[config.mk]
export PLATFORM = sky130hd
export DESIGN_NAME = vga_timing_ctrl
export DESIGN_NICKNAME = d
export VERILOG_FILES = /design/src/rtl/vga_timing_ctrl.sv
export SDC_FILE = /design/constraint.sdc
export NUM_CORES = 1
export LEC_CHECK = 0
export ABC_AREA = 1
export CORE_MARGIN = 2
export CORE_UTILIZATION = 36
export CTS_CLUSTER_SIZE = 14
export DETAILED_ROUTE_END_ITERATION = 8
export HOLD_SLACK_MARGIN = 0.02
export PLACE_DENSITY_LB_ADDON = 0.3
export SLEW_MARGIN = 10
export SYNTH_ARGS = -nofsm -noshare
export SYNTH_HDL_FRONTEND = slang
export SYNTH_SLANG_ARGS = --single-unit
[constraint.sdc]
create_clock -name clk -period 5.4 [get_ports clk]
set_clock_uncertainty 0.05 [all_clocks]
set_input_delay 1.62 -clock clk [delete_from_list [all_inputs] [get_ports clk]]
set_output_delay 1.62 -clock clk [all_outputs]
set_load 0.005 [all_outputs]
[src/rtl/vga_timing_ctrl.sv]
// Beam sequencer for the grayblast VGA path: x/y counters, sync/de decode,
// line and frame markers, and the look-ahead line fetch request.
module vga_timing_ctrl #(
    parameter int unsigned H_ACTIVE = 640,
    parameter int unsigned H_FP     = 16,
    parameter int unsigned H_SYNC   = 96,
    parameter int unsigned H_BP     = 48,
    parameter int unsigned V_ACTIVE = 480,
    parameter int unsigned V_FP     = 10,
    parameter int unsigned V_SYNC   = 2,
    parameter int unsigned V_BP     = 33,
    parameter bit          SYNC_POL = 1'b0,
    parameter int unsigned LEAD     = 8
) (
    input  logic       clk,
    input  logic       rst,
    input  logic       pix_en,
    output logic [9:0] x,
    output logic [9:0] y,
    output logic       de,
    output logic       hsync,
    output logic       vsync,
    output logic       line_start,
    output logic       frame_start,
    output logic       line_req,
    output logic [9:0] req_line,
    output logic [7:0] frame_cnt
);

    localparam int unsigned H_TOTAL = H_ACTIVE + H_FP + H_SYNC + H_BP;
    localparam int unsigned V_TOTAL = V_ACTIVE + V_FP + V_SYNC + V_BP;

    localparam logic [9:0] H_LAST = 10'(H_TOTAL - 1);
    localparam logic [9:0] V_LAST = 10'(V_TOTAL - 1);
    localparam logic [9:0] H_REQ  = 10'(H_TOTAL - LEAD);

    // Decode bounds carry an extra bit so a 1024-wide timing cannot alias to 0.
    localparam logic [10:0] H_ACT_L = 11'(H_ACTIVE);
    localparam logic [10:0] HS_BEG  = 11'(H_ACTIVE + H_FP);
    localparam logic [10:0] HS_END  = 11'(H_ACTIVE + H_FP + H_SYNC);
    localparam logic [10:0] V_ACT_L = 11'(V_ACTIVE);
    localparam logic [10:0] VS_BEG  = 11'(V_ACTIVE + V_FP);
    localparam logic [10:0] VS_END  = 11'(V_ACTIVE + V_FP + V_SYNC);

    localparam logic SYNC_ON  = SYNC_POL;
    localparam logic SYNC_OFF = ~SYNC_POL;

    logic [9:0] x_q, x_d;
    logic [9:0] y_q, y_d;
    logic       de_q, de_d;
    logic       hs_q, hs_d;
    logic       vs_q, vs_d;
    logic       ls_q, ls_d;
    logic       fs_q, fs_d;
    logic       lr_q, lr_d;
    logic [9:0] rl_q, rl_d;
    logic [7:0] fc_q, fc_d;

    logic        x_wrap, y_wrap;
    logic [9:0]  x_nxt, y_nxt, n_line;
    logic [10:0] x_nxt_w, y_nxt_w, n_line_w;
    logic        in_hs, in_vs, in_de;

    always_comb begin
        x_wrap   = (x_q == H_LAST);
        y_wrap   = (y_q == V_LAST);
        x_nxt    = x_wrap ? 10'd0 : x_q + 10'd1;
        y_nxt    = x_wrap ? (y_wrap ? 10'd0 : y_q + 10'd1) : y_q;
        n_line   = (y_nxt == V_LAST) ? 10'd0 : y_nxt + 10'd1;
        x_nxt_w  = {1'b0, x_nxt};
        y_nxt_w  = {1'b0, y_nxt};
        n_line_w = {1'b0, n_line};
        in_hs    = (x_nxt_w >= HS_BEG) && (x_nxt_w < HS_END);
        in_vs    = (y_nxt_w >= VS_BEG) && (y_nxt_w < VS_END);
        in_de    = (x_nxt_w < H_ACT_L) && (y_nxt_w < V_ACT_L);
    end

    // Outputs are decoded from the post-advance count so they line up with x/y.
    always_comb begin
        x_d  = x_q;
        y_d  = y_q;
        de_d = de_q;
        hs_d = hs_q;
        vs_d = vs_q;
        ls_d = 1'b0;
        fs_d = 1'b0;
        lr_d = 1'b0;
        rl_d = rl_q;
        fc_d = fc_q;
        if (pix_en) begin
            x_d  = x_nxt;
            y_d  = y_nxt;
            de_d = in_de;
            hs_d = in_hs ? SYNC_ON : SYNC_OFF;
            vs_d = in_vs ? SYNC_ON : SYNC_OFF;
            ls_d = (x_nxt == 10'd0);
            fs_d = (x_nxt == 10'd0) && (y_nxt == 10'd0);
            if (fs_d) begin
                fc_d = fc_q + 8'd1;
            end
            // Blanking lines need no fetch, so only active next lines are requested.
            if ((x_nxt == H_REQ) && (n_line_w < V_ACT_L)) begin
                lr_d = 1'b1;
                rl_d = n_line;
            end
        end
    end

    always_ff @(posedge clk or posedge rst) begin
        if (rst) begin
            x_q  <= H_LAST;
            y_q  <= V_LAST;
            de_q <= 1'b0;
            hs_q <= SYNC_OFF;
            vs_q <= SYNC_OFF;
            ls_q <= 1'b0;
            fs_q <= 1'b0;
            lr_q <= 1'b0;
            rl_q <= 10'd0;
            fc_q <= 8'd0;
        end else begin
            x_q  <= x_d;
            y_q  <= y_d;
            de_q <= de_d;
            hs_q <= hs_d;
            vs_q <= vs_d;
            ls_q <= ls_d;
            fs_q <= fs_d;
            lr_q <= lr_d;
            rl_q <= rl_d;
            fc_q <= fc_d;
        end
    end

    assign x           = x_q;
    assign y           = y_q;
    assign de          = de_q;
    assign hsync       = hs_q;
    assign vsync       = vs_q;
    assign line_start  = ls_q;
    assign frame_start = fs_q;
    assign line_req    = lr_q;
    assign req_line    = rl_q;
    assign frame_cnt   = fc_q;

endmodule

Word-level counts from Yosys, hierarchy flattened
Index checks and enable logic that the tools add are counted.
W data, S select, Z words.
{ "word_totals": {"out_inout_bits": 44, "reg_bits": 44, "wordCells": 44} }
{ "op_classes": {"reduce_logical": 9, "n_addsub": 4, "n_lt_le_gt_ge": 7, "eq_ne": 4, "muxes": 10} }
{ "ops": {"columns": ["operator", "n"], "rows": [
  ["$eq A10 B10 Y1 const B", 4],
  ["$mux W10", 4],
  ["$add A10 B1 Y10 const B", 3],
  ["$lt A10 B9 Y1 const B", 3],
  ["$logic_not A10 Y1", 2],
  ["$lt A10 B10 Y1 const B", 2],
  ["$ge A10 B10 Y1 const B", 1],
  ["$ge A10 B9 Y1 const B", 1],
  ["$add A8 B1 Y8 const B", 1],
  ["$mux W1", 6],
  ["$logic_and A1 B1 Y1", 5],
  ["$reduce_and A2 Y1", 2]
]} }

Longest topological paths before layout
Gate-level depths: netlist of run 1.
{ "logic_depth": {"ltp_word": 9, "mapped_depth": 19, "mapped_depth_nobuf": 18} }

Least setup slack after synthesis of run 1
No wires, ideal clock.
{ "synth_path": {"path_type": "in2reg", "from": "input pix_en", "to": "register fc_q[3] (netlist: frame_cnt[3])", "setup_slack_ps": 2604, "cell_stages": 8, "path_buffers": 1, "setup_ps": 79, "required_time_ps": 5271, "t_arrival_ps": 2667, "cell_sequence": "clkbuf_1 -> nand2_1 -> inv_1 -> nand3_1 -> nor3_1 -> nand3_1 -> nor2_1 -> xor2_1"} }
{ "synth_between": {"elab_chain_cells": 1} }
{ "synth_rtl": {"columns": ["item", "line", "source"], "rows": [
  ["from (decl)", "17", "input logic pix_en,"],
  ["$reduce_and A2 Y1 (no source line)", null, null],
  ["to (signal assigned)", "120", "fc_q <= 8'd0;"],
  ["to (signal assigned)", "131", "fc_q <= fc_d;"],
  ["to (decl)", "57", "logic [7:0] fc_q, fc_d;"]
]} }
Every way passes these cells.
A chain may end at the register's enable or synchronous reset.

==> results of run 1 <==
[sequential cells by signal, indices dropped and copies added, names as in the netlist]
register     count
x               10
hsync            1
line_start       1
vsync            1
line_req         1
de               1
req_line        10
frame_start      1
frame_cnt        8
y               10
[cells in the mapped netlist (all sizes together)]
cell    number
nand2      136
inv         47
nor2        45
nand3       37
dfrtp       32
o21ai       31
dfstp       12
nand4        9
nor3         9
ha           8
xor2         7
a21oi        5
buf          5
nand3b       5
clkbuf       3
o21bai       3
xnor2        3
a32o         1
and3         1
and3b        1
nor4         1
o22ai        1
o31ai        1
o32a         1
or2          1
[stage by stage]
step / cells / utilization (%)
finish: 557 / 44.64
global route: 557 / 44.64
CTS: 557 / 44.64
detailed placement: 549 / 43.32
global placement: 549 / 43.32
floorplan: 405 / -
[placed cells by master, fill, tap and decap left out, types with 2 or more instances in the layout]
cell type / n
nor2_1: 36
nand2_1: 123
inv_4: 2
inv_1: 43
ha_1: 8
nand2_4: 4
nor3_1: 9
nand3b_1: 5
o21bai_1: 3
dfstp_2: 12
a21oi_1: 4
nand4_1: 9
clkdlybuf4s50_1: 46
o21ai_0: 28
xnor2_1: 3
clkbuf_1: 2
nand3_2: 5
o21ai_1: 2
dfrtp_1: 32
nor2_2: 5
nand2_2: 8
nand3_1: 31
nor2_4: 4
xor2_1: 7
clkbuf_8: 5
[layer usage]
metal	track usage, %	share of wire [%]
met5	0	0
met4	3.623	0.76
met3	3.033	4.4
met2	29.52	49
met1	21.42	46
[power by group]
part           leakage (uW)  total, uW  switching, uW  internal (uW)
combinational       0.00104        328            188            140
clock             0.0000524        243            105            138
sequential         0.000540        440           57.6            382
[cell families after synthesis]
| family | Yosys count | synth area share, % |
|---|---|---|
| and+or+nand+nor | 245 | 39.91 |
| buffers and inverters | 55 | 7.633 |
| DFF | 44 | 37.83 |
| AOI/OAI and AO/OA | 43 | 8.270 |
| xor gates and xnor gates | 10 | 2.969 |
| adders and majority gates | 8 | 3.393 |
[critical path: stages]
cell             delay (ns)
clkdlybuf4s50_1        0.93
inv_1                  0.54
nor2_1                 0.24
o21ai_0                0.11
o32a_1                 0.34
[worst paths after layout]
| path | cells after the start | startpoint | endpoint |
|---|---|---|---|
| setup / recovery | 5 | pix_en | vsync |
| hold / removal | 2 | req_line[0] | req_line[0] |
| max in group asynchronous | 3 | rst | x[4] |
| hold reg to reg | 2 | req_line[0] | req_line[0] |
| min in group asynchronous | 3 | rst | frame_cnt[2] |
| setup reg to reg | 17 | x[0] | req_line[3] |
[final cells by class]
cell class | instances | area share, %
well taps | 105 | 3.637
clock inverters | 1 | 0.8313
repair buffers | 47 | 12.95
flip-flops and latches | 44 | 30.90
inverters | 47 | 5.023
clock buffers | 7 | 2.113
multi-input cells | 306 | 44.54
==> flow_metrics.tcl, run 1 <==
set metrics [dict create \
    rows 33 \
    leakage_uw 0.001634 \
    die_h_um 94.53 \
    detail_route.iter0.violations 126 \
    dp_hpwl_mm 5.219 \
    clk_pin_slew_ns 0.08 \
    synth_nets 416 \
    startpoint_type "primary input" \
    worstSkewPairLatency_ns 0.29 \
    status "finished clean" \
    worst_pin_slew_ns 0.7174 \
    holdWs_ns 0.4256 \
    core_um2 8093 \
    pin_count 47 \
    worstPathMaxFanout 26 \
    synth.avg_cell_area_um2 7.285 \
    maxCapViolCount 0 \
    cts.sink_count 44 \
    placed_area_um2 3506 \
    port_buffers 46 \
    start_util_pct 36.46 \
    grt_antenna_before_repair 0 \
    diodes 0 \
    ir_drop_mv 0.1580 \
    grt_overflow_total 0 \
    routed_via_density 4.896 \
    grt_max_degree 45 \
    postCtsSetupRepairBufs 0 \
    worstSetupEndpointType "flop" \
    firstDrtPassIters 4 \
    netlist_top_cells_area "dfrtp_1, nand2_1, dfstp_2, inv_1, nand3_1" \
    gp_congestion 0.9072 \
    rsz0062_at_grt "no" \
    wl_per_cell_um 12.51 \
    grt.total_usage_pct 16.74 \
    netlist.top_cell.by_area "dfrtp_1" \
    die_x_um 94.53 \
    cts_buffer_depth 2 \
    finalPower_uw 1011 \
    critical_path_class "primary input to flop" \
    fill_cells 834 \
    seqCellArea_um2 1116 \
    wl_mm 6.968 \
    stdcell_area_um2 3612 \
    synth_top_area_share_pct 27.14 \
    report.final.slew_viol_count 0 \
    fin_crit_sh_pct 66.94 \
    hold_class "flop to flop" \
    timing.slew.headroom_pct 52.02 \
    timing.fmax_mhz 276.6 \
    hold_buffers 0 \
    drc 0 \
    setup_slack_ns 1.785 \
    min_period_ns 3.615 \
    netlist-cell-type-count 40 \
    cp_data_arrival_time_ns 3.79 \
    ys_ff_latch 44 \
    drive_gt1_share_pct 11.73 \
    area_growth_pct 22.43 \
    pre_cts_ws_ns 1.522 \
    rrSetupSlack_ns 2.34 \
    finalSetupTns_ns 0 \
    grt_pass1_vias 2605 \
    cts_tree "built" \
    syn_area_um2 2950 \
    synth_seq_area_share_pct 37.83 \
    die_area_um2 8936 \
    grt_pass1_wl_mm 11.93 \
    cp.required_ns 5.58 \
    drtAntennaViolNets 0 \
    nNetsFinal 462 \
    synth_cells 405 \
    cts_resized 0 \
    final-setup-viol-count 0 \
    h-tree-depth 2 \
    yosysWarnings 0 \
    vias 2727 \
    hold_viol 0 \
    cts_inserted_buffers 5 \
    powerDensity_nw_per_um2 279.9 \
    multi_input_area_um2 1609 \
    cts_root_buffer "clkbuf_8" \
]
Power figures use the tool's default switching activity.
==> inputs of run 2 (changes only) <==
Clock period 5.4 ns to 3.44 ns, I/O delays scaled along.
==> run 2 against run 1 <==
Non-clock buffer count grew 2. Register-to-register slack got worse by 2.0 ns. Count of clock-buffer cells in the layout stayed put. Critical path type is now flop to flop. Critical endpoint is now req_line[6]. Highest routed layer unchanged.
==> flow_metrics.tcl, run 2 (synthesized netlist as in run 1, its figures left out) <==
set metrics [dict create \
    hold_viol 0 \
    critical_path_class "flop to flop" \
    pin_count 47 \
    vias 2765 \
    slowest_stage "dfstp_2" \
    rsz0062_at_grt "no" \
    cts_tree "built" \
    multi_input_area_um2 1609 \
    nNetsFinal 464 \
    finalSetupTns_ns 0 \
    switching_power_uw 566.6 \
    status "finished clean" \
    cts_root_buffer "clkbuf_8" \
    layout_common_cells "nand2_1, clkdlybuf4s50_1, inv_1, nor2_1, dfrtp_1" \
    leakage_uw 0.001660 \
    grt_antenna_before_repair 0 \
    rows 33 \
    path_cells "ha_1 -> nand2_2 -> nor2_4 -> nand3_2 -> nand2_1 -> nand2_4 -> inv_1 -> ha_1 -> nand2_1 -> nor2_1 -> nand3_2 -> nand3_1 -> nand2_2 -> inv_4 -> nand2_8 -> nand2_1 -> nand2_1" \
    grt_overflow_total 0 \
    final_common_cell "nand2_1" \
    cts_inserted_buffers 5 \
    die_h_um 94.53 \
    routed_via_density 4.946 \
    area_growth_pct 24.05 \
    worstPathMaxFanout 16 \
    timing.slew.headroom_pct 41.58 \
    firstDrtPassIters 4 \
    grt.busiest_layer "met2" \
    setup_slack_ns 0.3412 \
    fill_cells 863 \
    cts.sink_count 44 \
    wl_per_cell_um 12.98 \
    min_from "req_line[3]" \
    worstSkewPairLatency_ns 0.30 \
    timing.fmax_mhz 322.7 \
    die_area_um2 8936 \
    grt.total_usage_pct 17.93 \
    stdcell_area_um2 3660 \
    gp_congestion 0.9115 \
    dp_hpwl_mm 5.537 \
    worstSetupEndpointType "flop" \
    crit_buf_inv 2 \
    p_int_uw 1079 \
    grt_pass1_vias 2613 \
    final-setup-viol-count 0 \
    grtUsageMet3_pct 3.591 \
    h-tree-depth 2 \
    critPathTopFamily "simple AND/OR/NAND/NOR gates" \
    use_met2_pct 30.24 \
    detail_route.iter0.violations 167 \
    grt_pass1_wl_mm 12.50 \
    drtAntennaViolNets 0 \
    pre_cts_ws_ns 0.3690 \
    core_um2 8093 \
    diodes 0 \
    startpoint_type "flop" \
    use_met1_pct 23.29 \
    hold_buffers 0 \
    p_sw_share_pct 34.43 \
    grt_max_degree 24 \
    wl_mm 7.258 \
    r2r_start "x[1]" \
    power_frac_comb_pct 31.6 \
    seqPwrFrac_pct 42.0 \
    placed_area_um2 3533 \
    report.final.slew_viol_count 0 \
    postCtsSetupRepairBufs 0 \
    clk_pin_slew_ns 0.08 \
    drive_gt1_share_pct 12.56 \
    seqCellArea_um2 1116 \
    crit_top_cell "nand2_1" \
    cp.required_ns 3.59 \
    worst_pin_slew_ns 0.8709 \
    drc 0 \
    cp_data_arrival_time_ns 3.24 \
    start_util_pct 36.46 \
    min_period_ns 3.099 \
    cts_resized 0 \
    port_buffers 46 \
    powerDensity_nw_per_um2 449.7 \
    fin_crit_sh_pct 90.08 \
    maxCapViolCount 0 \
    clock_power_share_pct 26.4 \
    hold_class "flop to flop" \
    crit_start "x[1]" \
    die_x_um 94.53 \
    cts_buffer_depth 2 \
    max_stage_delay_ns 0.59 \
    ir_drop_mv 0.3288 \
]
[run 2: cell count changes in the layout (fill, tap and decap cells not counted)]
cell | before | now
clkbuf_8 | 5 | 7
buf_4 | 1 | 2
clkbuf_1 | 2 | 0
buf_12 | 0 | 1
[run 2: final timing paths]
path / to / slack, ns / cells after the start
setup / recovery: req_line[6] / 0.34 / 17
hold / removal: req_line[3] / 0.43 / 2
setup reg to reg: req_line[6] / 0.34 / 17
hold reg to reg: req_line[3] / 0.43 / 2
max in group asynchronous: y[3] / 1.63 / 3
min in group asynchronous: req_line[2] / 1.08 / 2
[run 2: final cells by class]
cell class | count | share of cell area [%]
inverters | 47 | 4.957
flip-flops and latches | 44 | 30.50
well taps | 105 | 3.590
repair buffers | 49 | 13.54
clock inverters | 1 | 0.8205
multi-input cells | 306 | 43.97
clock buffers | 7 | 2.632
[run 2: per-stage QoR]
stage,utilization [%],hold WS [ns],std cells,total power (uW)
2_1_floorplan,-,0.4154,405,1001
3_3_place_gp,43.66,0.4104,551,1213
3_5_place_dp,43.66,0.4172,551,1219
4_1_cts,45.22,0.4383,559,1667
5_1_grt,45.22,0.4637,559,1770
6_report,45.22,0.4303,559,1646
[run 2: power by group through the flow]
| stage | clock network (uW) | registers, uW | logic [uW] |
|---|---|---|---|
| after CTS | 453 | 691 | 523 |
| after global routing | 474 | 705 | 590 |
| after floorplan | 0 | 678 | 323 |
| after detailed placement | 0 | 699 | 520 |
| final | 435 | 690 | 520 |
| after global placement | 0 | 700 | 513 |
[run 2: worst register-to-register path, stage by stage (launching register included)]
cell     delay [ns]
dfstp_2        0.59
ha_1           0.21
nand2_2        0.09
nor2_4         0.17
nand3_2        0.31
nand2_1        0.22
nand2_4        0.10
inv_1          0.12
ha_1           0.19
nand2_1        0.10
nor2_1         0.14
nand3_2        0.15
nand3_1        0.14
nand2_2        0.09
inv_4          0.13
nand2_8        0.09
nand2_1        0.07
nand2_1        0.05
[run 2: routing by layer]
metal	part of all wire, %	vias to the layer above	wire (um)
met5	0	-	0
met4	1.1	0	79
met3	4.7	5	341
met2	49	62	3557
met1	45	1306	3278
li1	-	1392	-
